### src/rtl/mcpu_ctrl_fsm_pkg.sv
// Shared types and encodings for the MCPU multicycle controller:
// states, opcode/funct constants, ALUOp codes and access sizes.
package mcpu_pkg;

    typedef enum logic [3:0] {
        S_FETCH, S_DECODE, S_EXEC_R, S_WB_R, S_JR, S_EXEC_I, S_WB_I,
        S_MEM_ADDR, S_MEM_RD, S_MEM_WB, S_MEM_WR, S_BRANCH, S_JUMP
    } state_e;

    typedef enum logic [2:0] {
        C_ILL, C_R, C_JR, C_I, C_LOAD, C_STORE, C_BRANCH, C_JUMP
    } iclass_e;

    typedef enum logic [1:0] {LS_BYTE = 2'd0, LS_HALF = 2'd1, LS_WORD = 2'd2} lsop_e;

    localparam logic [5:0] OP_RTYPE = 6'h00, OP_REGIMM = 6'h01, OP_J    = 6'h02, OP_JAL   = 6'h03;
    localparam logic [5:0] OP_BEQ   = 6'h04, OP_BNE    = 6'h05, OP_BLEZ = 6'h06, OP_BGTZ  = 6'h07;
    localparam logic [5:0] OP_ADDI  = 6'h08, OP_ADDIU  = 6'h09, OP_SLTI = 6'h0A, OP_SLTIU = 6'h0B;
    localparam logic [5:0] OP_ANDI  = 6'h0C, OP_ORI    = 6'h0D, OP_XORI = 6'h0E, OP_LUI   = 6'h0F;
    localparam logic [5:0] OP_LB    = 6'h20, OP_LH     = 6'h21, OP_LW   = 6'h23, OP_LBU   = 6'h24;
    localparam logic [5:0] OP_LHU   = 6'h25, OP_SB     = 6'h28, OP_SH   = 6'h29, OP_SW    = 6'h2B;

    localparam logic [5:0] FN_JR = 6'h08, FN_JALR = 6'h09;
    localparam logic [4:0] RT_BLTZ = 5'd0, RT_BGEZ = 5'd1;

    localparam logic [3:0] ALU_ADD   = 4'h0, ALU_SUB   = 4'h1, ALU_FUNCT = 4'h2, ALU_ANDI  = 4'h3;
    localparam logic [3:0] ALU_ORI   = 4'h4, ALU_XORI  = 4'h5, ALU_LUI   = 4'h6, ALU_SLTI  = 4'h7;
    localparam logic [3:0] ALU_SLTIU = 4'h8, ALU_ADDI  = 4'h9, ALU_ADDIU = 4'hA, ALU_BNE   = 4'hB;
    localparam logic [3:0] ALU_BGTZ  = 4'hC, ALU_BLEZ  = 4'hD, ALU_BLTZ  = 4'hE, ALU_BGEZ  = 4'hF;

    typedef struct packed {
        iclass_e    cls;
        logic [3:0] aluop;
        lsop_e      lsop;
        logic       dmext;
        logic       link;
        logic       extop;
    } dec_t;

endpackage

### src/rtl/mcpu_ctrl_fsm_if.sv
// Controller <-> datapath/memory signal bundle; master is the controller side.
interface mcpu_ctrl_fsm_if #(parameter int ALUOP_W = 4) ();
    logic [5:0]         op, funct;
    logic [4:0]         rt;
    logic               mem_ready, mem_req;
    logic               IRWrite, PCWrite, PCWriteCond, MemWrite, RegWrite, IorD, extop, dmEXTop;
    logic [1:0]         MemtoReg, PCSource, ALUSrcA, ALUSrcB, RegDst, lsop;
    logic [ALUOP_W-1:0] ALUOp;
    logic               illegal;
    logic [3:0]         state_o;

    modport master (
        input  op, funct, rt, mem_ready,
        output mem_req, IRWrite, PCWrite, PCWriteCond, MemWrite, RegWrite, IorD, extop, dmEXTop,
        output MemtoReg, PCSource, ALUSrcA, ALUSrcB, RegDst, lsop, ALUOp, illegal, state_o
    );
    modport slave (
        output op, funct, rt, mem_ready,
        input  mem_req, IRWrite, PCWrite, PCWriteCond, MemWrite, RegWrite, IorD, extop, dmEXTop,
        input  MemtoReg, PCSource, ALUSrcA, ALUSrcB, RegDst, lsop, ALUOp, illegal, state_o
    );
endinterface

### src/rtl/mcpu_ctrl_decode.sv
// Combinational instruction decode: op/funct/rt -> class, ALUOp code, access size.
module mcpu_ctrl_decode
    import mcpu_pkg::*;
(
    input  logic [5:0] op,
    input  logic [5:0] funct,
    input  logic [4:0] rt,
    output dec_t       dec
);
    always_comb begin
        dec.cls   = C_ILL;
        dec.aluop = ALU_ADD;
        dec.lsop  = LS_BYTE;
        dec.dmext = 1'b0;
        dec.link  = 1'b0;
        dec.extop = 1'b0;
        case (op)
            OP_RTYPE: begin
                dec.cls  = (funct == FN_JR || funct == FN_JALR) ? C_JR : C_R;
                dec.link = (funct == FN_JALR);
            end
            OP_LB, OP_LH, OP_LW, OP_LBU, OP_LHU: dec.cls = C_LOAD;
            OP_SB, OP_SH, OP_SW:                 dec.cls = C_STORE;
            OP_ADDI:  begin dec.cls = C_I; dec.aluop = ALU_ADDI; end
            OP_ADDIU: begin dec.cls = C_I; dec.aluop = ALU_ADDIU; dec.extop = 1'b1; end
            OP_SLTI:  begin dec.cls = C_I; dec.aluop = ALU_SLTI; end
            OP_SLTIU: begin dec.cls = C_I; dec.aluop = ALU_SLTIU; end
            OP_ANDI:  begin dec.cls = C_I; dec.aluop = ALU_ANDI; end
            OP_ORI:   begin dec.cls = C_I; dec.aluop = ALU_ORI; end
            OP_XORI:  begin dec.cls = C_I; dec.aluop = ALU_XORI; end
            OP_LUI:   begin dec.cls = C_I; dec.aluop = ALU_LUI; end
            OP_BEQ:   begin dec.cls = C_BRANCH; dec.aluop = ALU_SUB; end
            OP_BNE:   begin dec.cls = C_BRANCH; dec.aluop = ALU_BNE; end
            OP_BGTZ:  begin dec.cls = C_BRANCH; dec.aluop = ALU_BGTZ; end
            OP_BLEZ:  begin dec.cls = C_BRANCH; dec.aluop = ALU_BLEZ; end
            // REGIMM only defines bltz/bgez; other rt values fall through as illegal
            OP_REGIMM: begin
                if (rt == RT_BLTZ) begin dec.cls = C_BRANCH; dec.aluop = ALU_BLTZ; end
                else if (rt == RT_BGEZ) begin dec.cls = C_BRANCH; dec.aluop = ALU_BGEZ; end
            end
            OP_J:     dec.cls = C_JUMP;
            OP_JAL:   begin dec.cls = C_JUMP; dec.link = 1'b1; end
            default:  ;
        endcase
        case (op)
            OP_LH, OP_LHU, OP_SH: dec.lsop = LS_HALF;
            OP_LW, OP_SW:         dec.lsop = LS_WORD;
            default:              dec.lsop = LS_BYTE;
        endcase
        dec.dmext = (op == OP_LBU || op == OP_LHU);
    end
endmodule

### src/rtl/mcpu_ctrl_fsm.sv
// MCPU multicycle controller: Moore FSM sequencing datapath enables, with
// ready-stretched memory states and decode on IR fields latched out of FETCH.
module mcpu_ctrl_fsm
    import mcpu_pkg::*;
#(
    parameter int ALUOP_W = 4,
    parameter bit MEM_HS  = 1'b1
) (
    input logic             clk,
    input logic             rst_n,
    mcpu_ctrl_fsm_if.master bus
);
    state_e     state, nxt, st_o;
    logic [5:0] op_q, funct_q;
    logic [4:0] rt_q;
    logic       mem_done;
    logic [3:0] aluop;
    dec_t       dec;

    assign mem_done = !MEM_HS || bus.mem_ready;

    mcpu_ctrl_decode u_decode (.op(op_q), .funct(funct_q), .rt(rt_q), .dec(dec));

    always_ff @(posedge clk) begin
        if (!rst_n) begin
            state   <= S_FETCH;
            op_q    <= '0;
            funct_q <= '0;
            rt_q    <= '0;
        end else begin
            state <= nxt;
            if (state == S_FETCH && mem_done) begin
                op_q    <= bus.op;
                funct_q <= bus.funct;
                rt_q    <= bus.rt;
            end
        end
    end

    always_comb begin
        nxt = state;
        case (state)
            S_FETCH: if (mem_done) nxt = S_DECODE;
            S_DECODE: begin
                case (dec.cls)
                    C_R:             nxt = S_EXEC_R;
                    C_JR:            nxt = S_JR;
                    C_I:             nxt = S_EXEC_I;
                    C_LOAD, C_STORE: nxt = S_MEM_ADDR;
                    C_BRANCH:        nxt = S_BRANCH;
                    C_JUMP:          nxt = S_JUMP;
                    default:         nxt = S_FETCH;
                endcase
            end
            S_EXEC_R:   nxt = S_WB_R;
            S_EXEC_I:   nxt = S_WB_I;
            S_MEM_ADDR: nxt = (dec.cls == C_LOAD) ? S_MEM_RD : S_MEM_WR;
            S_MEM_RD:   if (mem_done) nxt = S_MEM_WB;
            S_MEM_WR:   if (mem_done) nxt = S_FETCH;
            default:    nxt = S_FETCH;
        endcase
    end

    // While reset is held the outputs look like a FETCH that never completes,
    // so no write strobe can escape whatever state the register holds.
    assign st_o = rst_n ? state : S_FETCH;

    always_comb begin
        bus.mem_req     = 1'b0;
        bus.IRWrite     = 1'b0;
        bus.PCWrite     = 1'b0;
        bus.PCWriteCond = 1'b0;
        bus.MemWrite    = 1'b0;
        bus.RegWrite    = 1'b0;
        bus.IorD        = 1'b0;
        bus.extop       = 1'b0;
        bus.dmEXTop     = 1'b0;
        bus.MemtoReg    = 2'b00;
        bus.PCSource    = 2'b00;
        bus.ALUSrcA     = 2'b00;
        bus.ALUSrcB     = 2'b00;
        bus.RegDst      = 2'b00;
        bus.lsop        = 2'b00;
        bus.illegal     = 1'b0;
        aluop           = ALU_ADD;
        case (st_o)
            S_FETCH: begin
                bus.mem_req = 1'b1;
                bus.ALUSrcB = 2'b01;
                bus.IRWrite = rst_n && mem_done;
                bus.PCWrite = rst_n && mem_done;
            end
            S_DECODE: begin
                bus.ALUSrcB = 2'b11;
                bus.illegal = (dec.cls == C_ILL);
            end
            S_EXEC_R, S_WB_R: begin
                bus.ALUSrcA  = 2'b10;
                bus.RegDst   = 2'b01;
                bus.RegWrite = (st_o == S_WB_R);
                aluop        = ALU_FUNCT;
            end
            S_JR: begin
                bus.ALUSrcA  = 2'b10;
                bus.PCWrite  = 1'b1;
                bus.RegWrite = dec.link;
                bus.RegDst   = dec.link ? 2'b01 : 2'b00;
                bus.MemtoReg = dec.link ? 2'b10 : 2'b00;
                aluop        = ALU_FUNCT;
            end
            S_EXEC_I: begin
                bus.ALUSrcA = 2'b01;
                bus.ALUSrcB = 2'b10;
                bus.extop   = dec.extop;
                aluop       = dec.aluop;
            end
            S_WB_I: bus.RegWrite = 1'b1;
            S_MEM_ADDR: begin
                bus.ALUSrcA = 2'b01;
                bus.ALUSrcB = 2'b10;
            end
            S_MEM_RD, S_MEM_WR: begin
                bus.IorD     = 1'b1;
                bus.mem_req  = 1'b1;
                bus.MemWrite = (st_o == S_MEM_WR);
                bus.lsop     = dec.lsop;
                bus.dmEXTop  = dec.dmext;
            end
            S_MEM_WB: begin
                bus.MemtoReg = 2'b01;
                bus.RegWrite = 1'b1;
                bus.lsop     = dec.lsop;
                bus.dmEXTop  = dec.dmext;
            end
            S_BRANCH: begin
                bus.ALUSrcA     = 2'b01;
                bus.PCSource    = 2'b01;
                bus.PCWriteCond = 1'b1;
                aluop           = dec.aluop;
            end
            S_JUMP: begin
                bus.PCSource = 2'b10;
                bus.PCWrite  = 1'b1;
                bus.RegWrite = dec.link;
                bus.RegDst   = dec.link ? 2'b10 : 2'b00;
                bus.MemtoReg = dec.link ? 2'b10 : 2'b00;
            end
            default: ;
        endcase
        bus.ALUOp   = ALUOP_W'(aluop);
        bus.state_o = st_o;
    end
endmodule

### src/flat_wrapper.sv
// flat-port wrapper written by rule: the top's interface ports become plain ports
module mcpu_ctrl_fsm_flat import mcpu_pkg::*;
#(
    parameter int ALUOP_W = 4,
    parameter bit MEM_HS  = 1'b1
)
  (clk, rst_n, bus_op, bus_funct, bus_rt, bus_mem_ready, bus_mem_req, bus_IRWrite, bus_PCWrite, bus_PCWriteCond, bus_MemWrite, bus_RegWrite, bus_IorD, bus_extop, bus_dmEXTop, bus_MemtoReg, bus_PCSource, bus_ALUSrcA, bus_ALUSrcB, bus_RegDst, bus_lsop, bus_ALUOp, bus_illegal, bus_state_o);
  mcpu_ctrl_fsm_if #(.ALUOP_W(ALUOP_W)) bus_i ();
  input logic clk;
  input logic rst_n;
  input wire logic [$bits(bus_i.op)-1:0] bus_op;
  input wire logic [$bits(bus_i.funct)-1:0] bus_funct;
  input wire logic [$bits(bus_i.rt)-1:0] bus_rt;
  input wire logic [$bits(bus_i.mem_ready)-1:0] bus_mem_ready;
  output wire logic [$bits(bus_i.mem_req)-1:0] bus_mem_req;
  output wire logic [$bits(bus_i.IRWrite)-1:0] bus_IRWrite;
  output wire logic [$bits(bus_i.PCWrite)-1:0] bus_PCWrite;
  output wire logic [$bits(bus_i.PCWriteCond)-1:0] bus_PCWriteCond;
  output wire logic [$bits(bus_i.MemWrite)-1:0] bus_MemWrite;
  output wire logic [$bits(bus_i.RegWrite)-1:0] bus_RegWrite;
  output wire logic [$bits(bus_i.IorD)-1:0] bus_IorD;
  output wire logic [$bits(bus_i.extop)-1:0] bus_extop;
  output wire logic [$bits(bus_i.dmEXTop)-1:0] bus_dmEXTop;
  output wire logic [$bits(bus_i.MemtoReg)-1:0] bus_MemtoReg;
  output wire logic [$bits(bus_i.PCSource)-1:0] bus_PCSource;
  output wire logic [$bits(bus_i.ALUSrcA)-1:0] bus_ALUSrcA;
  output wire logic [$bits(bus_i.ALUSrcB)-1:0] bus_ALUSrcB;
  output wire logic [$bits(bus_i.RegDst)-1:0] bus_RegDst;
  output wire logic [$bits(bus_i.lsop)-1:0] bus_lsop;
  output wire logic [$bits(bus_i.ALUOp)-1:0] bus_ALUOp;
  output wire logic [$bits(bus_i.illegal)-1:0] bus_illegal;
  output wire logic [$bits(bus_i.state_o)-1:0] bus_state_o;
  assign bus_i.op = bus_op;
  assign bus_i.funct = bus_funct;
  assign bus_i.rt = bus_rt;
  assign bus_i.mem_ready = bus_mem_ready;
  assign bus_mem_req = bus_i.mem_req;
  assign bus_IRWrite = bus_i.IRWrite;
  assign bus_PCWrite = bus_i.PCWrite;
  assign bus_PCWriteCond = bus_i.PCWriteCond;
  assign bus_MemWrite = bus_i.MemWrite;
  assign bus_RegWrite = bus_i.RegWrite;
  assign bus_IorD = bus_i.IorD;
  assign bus_extop = bus_i.extop;
  assign bus_dmEXTop = bus_i.dmEXTop;
  assign bus_MemtoReg = bus_i.MemtoReg;
  assign bus_PCSource = bus_i.PCSource;
  assign bus_ALUSrcA = bus_i.ALUSrcA;
  assign bus_ALUSrcB = bus_i.ALUSrcB;
  assign bus_RegDst = bus_i.RegDst;
  assign bus_lsop = bus_i.lsop;
  assign bus_ALUOp = bus_i.ALUOp;
  assign bus_illegal = bus_i.illegal;
  assign bus_state_o = bus_i.state_o;
  mcpu_ctrl_fsm #(.ALUOP_W(ALUOP_W), .MEM_HS(MEM_HS)) u_core (.clk(clk), .rst_n(rst_n), .bus(bus_i));
endmodule
### config.mk
export PLATFORM = sky130hd
export DESIGN_NAME = mcpu_ctrl_fsm_flat
export DESIGN_NICKNAME = d
export VERILOG_FILES = /design/src/rtl/mcpu_ctrl_fsm_pkg.sv /design/src/rtl/mcpu_ctrl_fsm_if.sv /design/src/rtl/mcpu_ctrl_decode.sv /design/src/rtl/mcpu_ctrl_fsm.sv /design/src/flat_wrapper.sv
export SDC_FILE = /design/constraint.sdc
export NUM_CORES = 1
export LEC_CHECK = 0
export BUFFER_PORTS_ARGS = -buffer_cell sky130_fd_sc_hd__buf_2
export CAP_MARGIN = 5
export CORE_MARGIN = 5
export CORE_UTILIZATION = 55
export CTS_CLUSTER_DIAMETER = 30
export DETAILED_ROUTE_END_ITERATION = 16
export GPL_TIMING_DRIVEN = 0
export HOLD_SLACK_MARGIN = 0.12
export PLACE_DENSITY_LB_ADDON = 0.2
export SYNTH_ARGS = -nofsm -noshare
export SYNTH_HDL_FRONTEND = slang
export SYNTH_HIERARCHICAL = 1
export SYNTH_SLANG_ARGS = --single-unit
### constraint.sdc
create_clock -name clk -period 4.8 [get_ports clk]
set_clock_uncertainty 0.15 [all_clocks]
set_input_delay 0 -clock clk [delete_from_list [all_inputs] [get_ports clk]]
set_output_delay 0 -clock clk [all_outputs]
set_load 0.1 [all_outputs]
==> results_dict.tcl <==
set metrics [dict create \
    rsz0062_at_grt "no" \
    grt_use_met2_pct 46.39 \
    dr_total_vias 2062 \
    grt_pass1_wl_microns 8894 \
    worstRegToRegCells 9 \
    synth_top_area_cell "dfxtp_1" \
    crit_type "flip-flop to primary output" \
    max_slew_margin_pct 62.08 \
    gr-usage-met1_pct 33.40 \
    synth_top_flop_cell "dfxtp_1" \
    async_reset_ff_share_pct 0 \
    setup_viol 0 \
    rrSetupSlack_ns 2.08 \
    synth.distinct_cells 51 \
    ys_ff_latch 21 \
    drt_iter0_drc 201 \
    num_rows 19 \
    ant_nets 0 \
    totalWireLength_microns 5320 \
    drc 0 \
    status "completed" \
    initial_core_util_pct 58.56 \
    fmax_mhz 358.9 \
    p_leak_nw 1.091 \
    worstPathMaxFanout 6 \
    gp_congestion 0.9482 \
    finalPower_mw 1.077 \
    cts_sinks 21 \
    antenna_cells 0 \
    hold_path.class "flip-flop to flip-flop" \
    rr_endpoint "u_core/state[3]$_SDFFE_PN0P_" \
    syn-mean-instance-area_sq_um 7.174 \
    drive_above_1_share_pct 24.13 \
    fin_nets 336 \
    die_area_sq_mm 0.004180 \
    final_max_slew_viol_count 0 \
    clk_latency_ns 0.30 \
    via_per_inst 5.960 \
    finalCritPeriodShare_pct 58.04 \
    critPathArrivalTime_ns 2.64 \
    antenna_found_initial 0 \
    synth_nets 249 \
    cts_tree "yes" \
    required_ns 4.65 \
    yosysWarnings 6 \
    synth_edf_count 0 \
    min_period_ns 2.786 \
    hp-start "u_core/funct_q[2]$_SDFFE_PN0P_" \
    hold_viol 0 \
    fin_cells 346 \
    io_pins 50 \
    synth_area_leaders "dfxtp_1 (26%), nand2_1 (12%), a21boi_1 (4.6%), and2_1 (3.8%), a21oi_1 (3.4%)" \
    end_kind "primary output" \
    h-tree-depth 1 \
    drt-pass1-iter-count 5 \
    cp-start-kind "flip-flop" \
    cts-root-buf "clkbuf_4" \
    numCtsBuffers 3 \
    fin_util_pct 81.45 \
    rr_startpoint "u_core/op_q[0]$_SDFFE_PN0P_" \
    grt_busiest_layer "met2" \
    tns_ns 0 \
    die_w_microns 64.66 \
    grt-ovfl-total 0 \
    port_buffers 49 \
    dp.cells 309 \
    syn_area_sq_mm 0.001643 \
    ir_drop_v 0.0003658 \
    holdPathStages 2 \
    power_density_mw_per_mm2 471.2 \
    grt_use_met3_pct 3.454 \
    worstMarginPinSlew_ns 0.5629 \
    die_h_microns 64.66 \
    post_cts_resize_count 0 \
    wl_per_cell_microns 15.38 \
    drv_cap 0 \
    track_usage_pct 26.27 \
    yosys-top-cells-count "nand2_1 (51), dfxtp_1 (21), nor2_1 (13)" \
    clockBufferDepth 2 \
    holdPathEnd "u_core/funct_q[2]$_SDFFE_PN0P_" \
    grt_start_max_net_pins 13 \
    holdWs_ns 0.3185 \
    dpl.hpwl_microns 3270 \
    yosysSeqAreaShare_pct 25.59 \
    syn_to_final_growth_pct 39.07 \
    post-synth-top-count-cell "nand2_1" \
    grt_pass1_vias 1945 \
    clk_pin_slew_worst_paths_ns 0.12 \
    synth_top_area_share_pct 25.59 \
    syn_inst 229 \
    core_area_sq_mm 0.002805 \
]
-- stage by stage --
step / worst slack, ns / instance area, sq um
finish: 2.014 / 2285
CTS: 2.096 / 2285
global route: 1.832 / 2285
floorplan: 1.640 / 1643
detailed placement: 2.448 / 1927
global placement: 2.498 / 1927
-- cell usage in the layout (no fill, tap or decap), drive strengths merged, types with 3 or more instances in the layout --
cell type | netlist | final
clkbuf | 2 | 5
dfxtp | 21 | 21
a21oi | 11 | 11
a211oi | 3 | 3
buf | 13 | 62
inv | 7 | 7
nand2b | 6 | 6
and3 | 6 | 6
o21ai | 6 | 6
nor3 | 6 | 6
nand3 | 9 | 9
nor2b | 8 | 8
nor4 | 3 | 3
dlygate4sd3 | 0 | 33
nor2 | 15 | 15
a21boi | 17 | 17
and2 | 11 | 11
nand2 | 51 | 51
a31oi | 3 | 3
-- how the worst max path moves through the flow --
stage | startpoint | endpoint | slack [ns] | depth (start not counted)
2_1_floorplan | u_core/state[0]$_SDFFE_PN0P_ | bus_ALUOp[1] | 1.64 | 5
3_3_place_gp | u_core/op_q[3]$_SDFFE_PN0P_ | bus_RegWrite | 2.50 | 8
3_5_place_dp | u_core/op_q[3]$_SDFFE_PN0P_ | bus_RegWrite | 2.45 | 8
4_1_cts | u_core/op_q[3]$_SDFFE_PN0P_ | bus_RegWrite | 2.10 | 8
5_1_grt | u_core/op_q[3]$_SDFFE_PN0P_ | bus_RegWrite | 1.83 | 8
6_report | u_core/op_q[3]$_SDFFE_PN0P_ | bus_RegWrite | 2.01 | 8
-- where the power goes --
group | switching, mW | internal (mW) | leakage (nW)
registers | 0.0491 | 0.212 | 0.172
clock network | 0.0546 | 0.0310 | 0.0177
logic | 0.498 | 0.232 | 0.901
total | 0.602 | 0.475 | 1.09
-- layout make-up --
| cell class | count | area, sq um |
|---|---|---|
| fillers | 196 | 520.5 |
| clock inverters | 1 | 5.005 |
| plain buffers | 15 | 91.34 |
| inverters | 7 | 26.28 |
| well taps | 31 | 38.79 |
| multi-input cells | 186 | 1105 |
| clock buffers | 3 | 22.52 |
| flip-flops and latches | 21 | 420.4 |
| repair buffers | 82 | 575.6 |
-- repair_timing --
| action | CTS | global route |
|---|---|---|
| setup endpoints to repair | 0 | 0 |
| endpoints found under the hold margin | 19 | 0 |
| buffers inserted | 0 | 0 |
| hold buffers | 33 | 0 |
-- sequential cells by signal, indices dropped and copies added (netlist names) --
register	cells
u_core/state	4
u_core/rt_q	5
u_core/funct_q	6
u_core/op_q	6
-- metal layers --
layer / share of wire (%) / up-vias
li1: - / 978
met1: 43 / 961
met2: 49 / 103
met3: 5.9 / 20
met4: 2.1 / 0
met5: 0 / -
-- logic make-up (layout without fill, tap and decap cells) --
| kind of cell | count (synthesis) | after routing | share of synthesized area, % |
|---|---|---|---|
| AND/OR/NAND/NOR | 129 | 129 | 42.42 |
| AO/OA/AOI/OAI | 55 | 55 | 23.76 |
| buffers and inverters | 22 | 108 | 7.160 |
| flip-flops | 21 | 21 | 25.59 |
| XOR/XNOR | 2 | 2 | 1.066 |
-- critical path: stages, from the launching register on --
cell and delay [ns]:
dfxtp_1 0.39, nor4_2 0.45, nand3_1 0.13, o21ai_0 0.48
nand2b_1 0.12, a21oi_1 0.17, a32oi_1 0.07, nor2b_1 0.11
buf_2 0.43
Power figures use the tool's default switching activity.
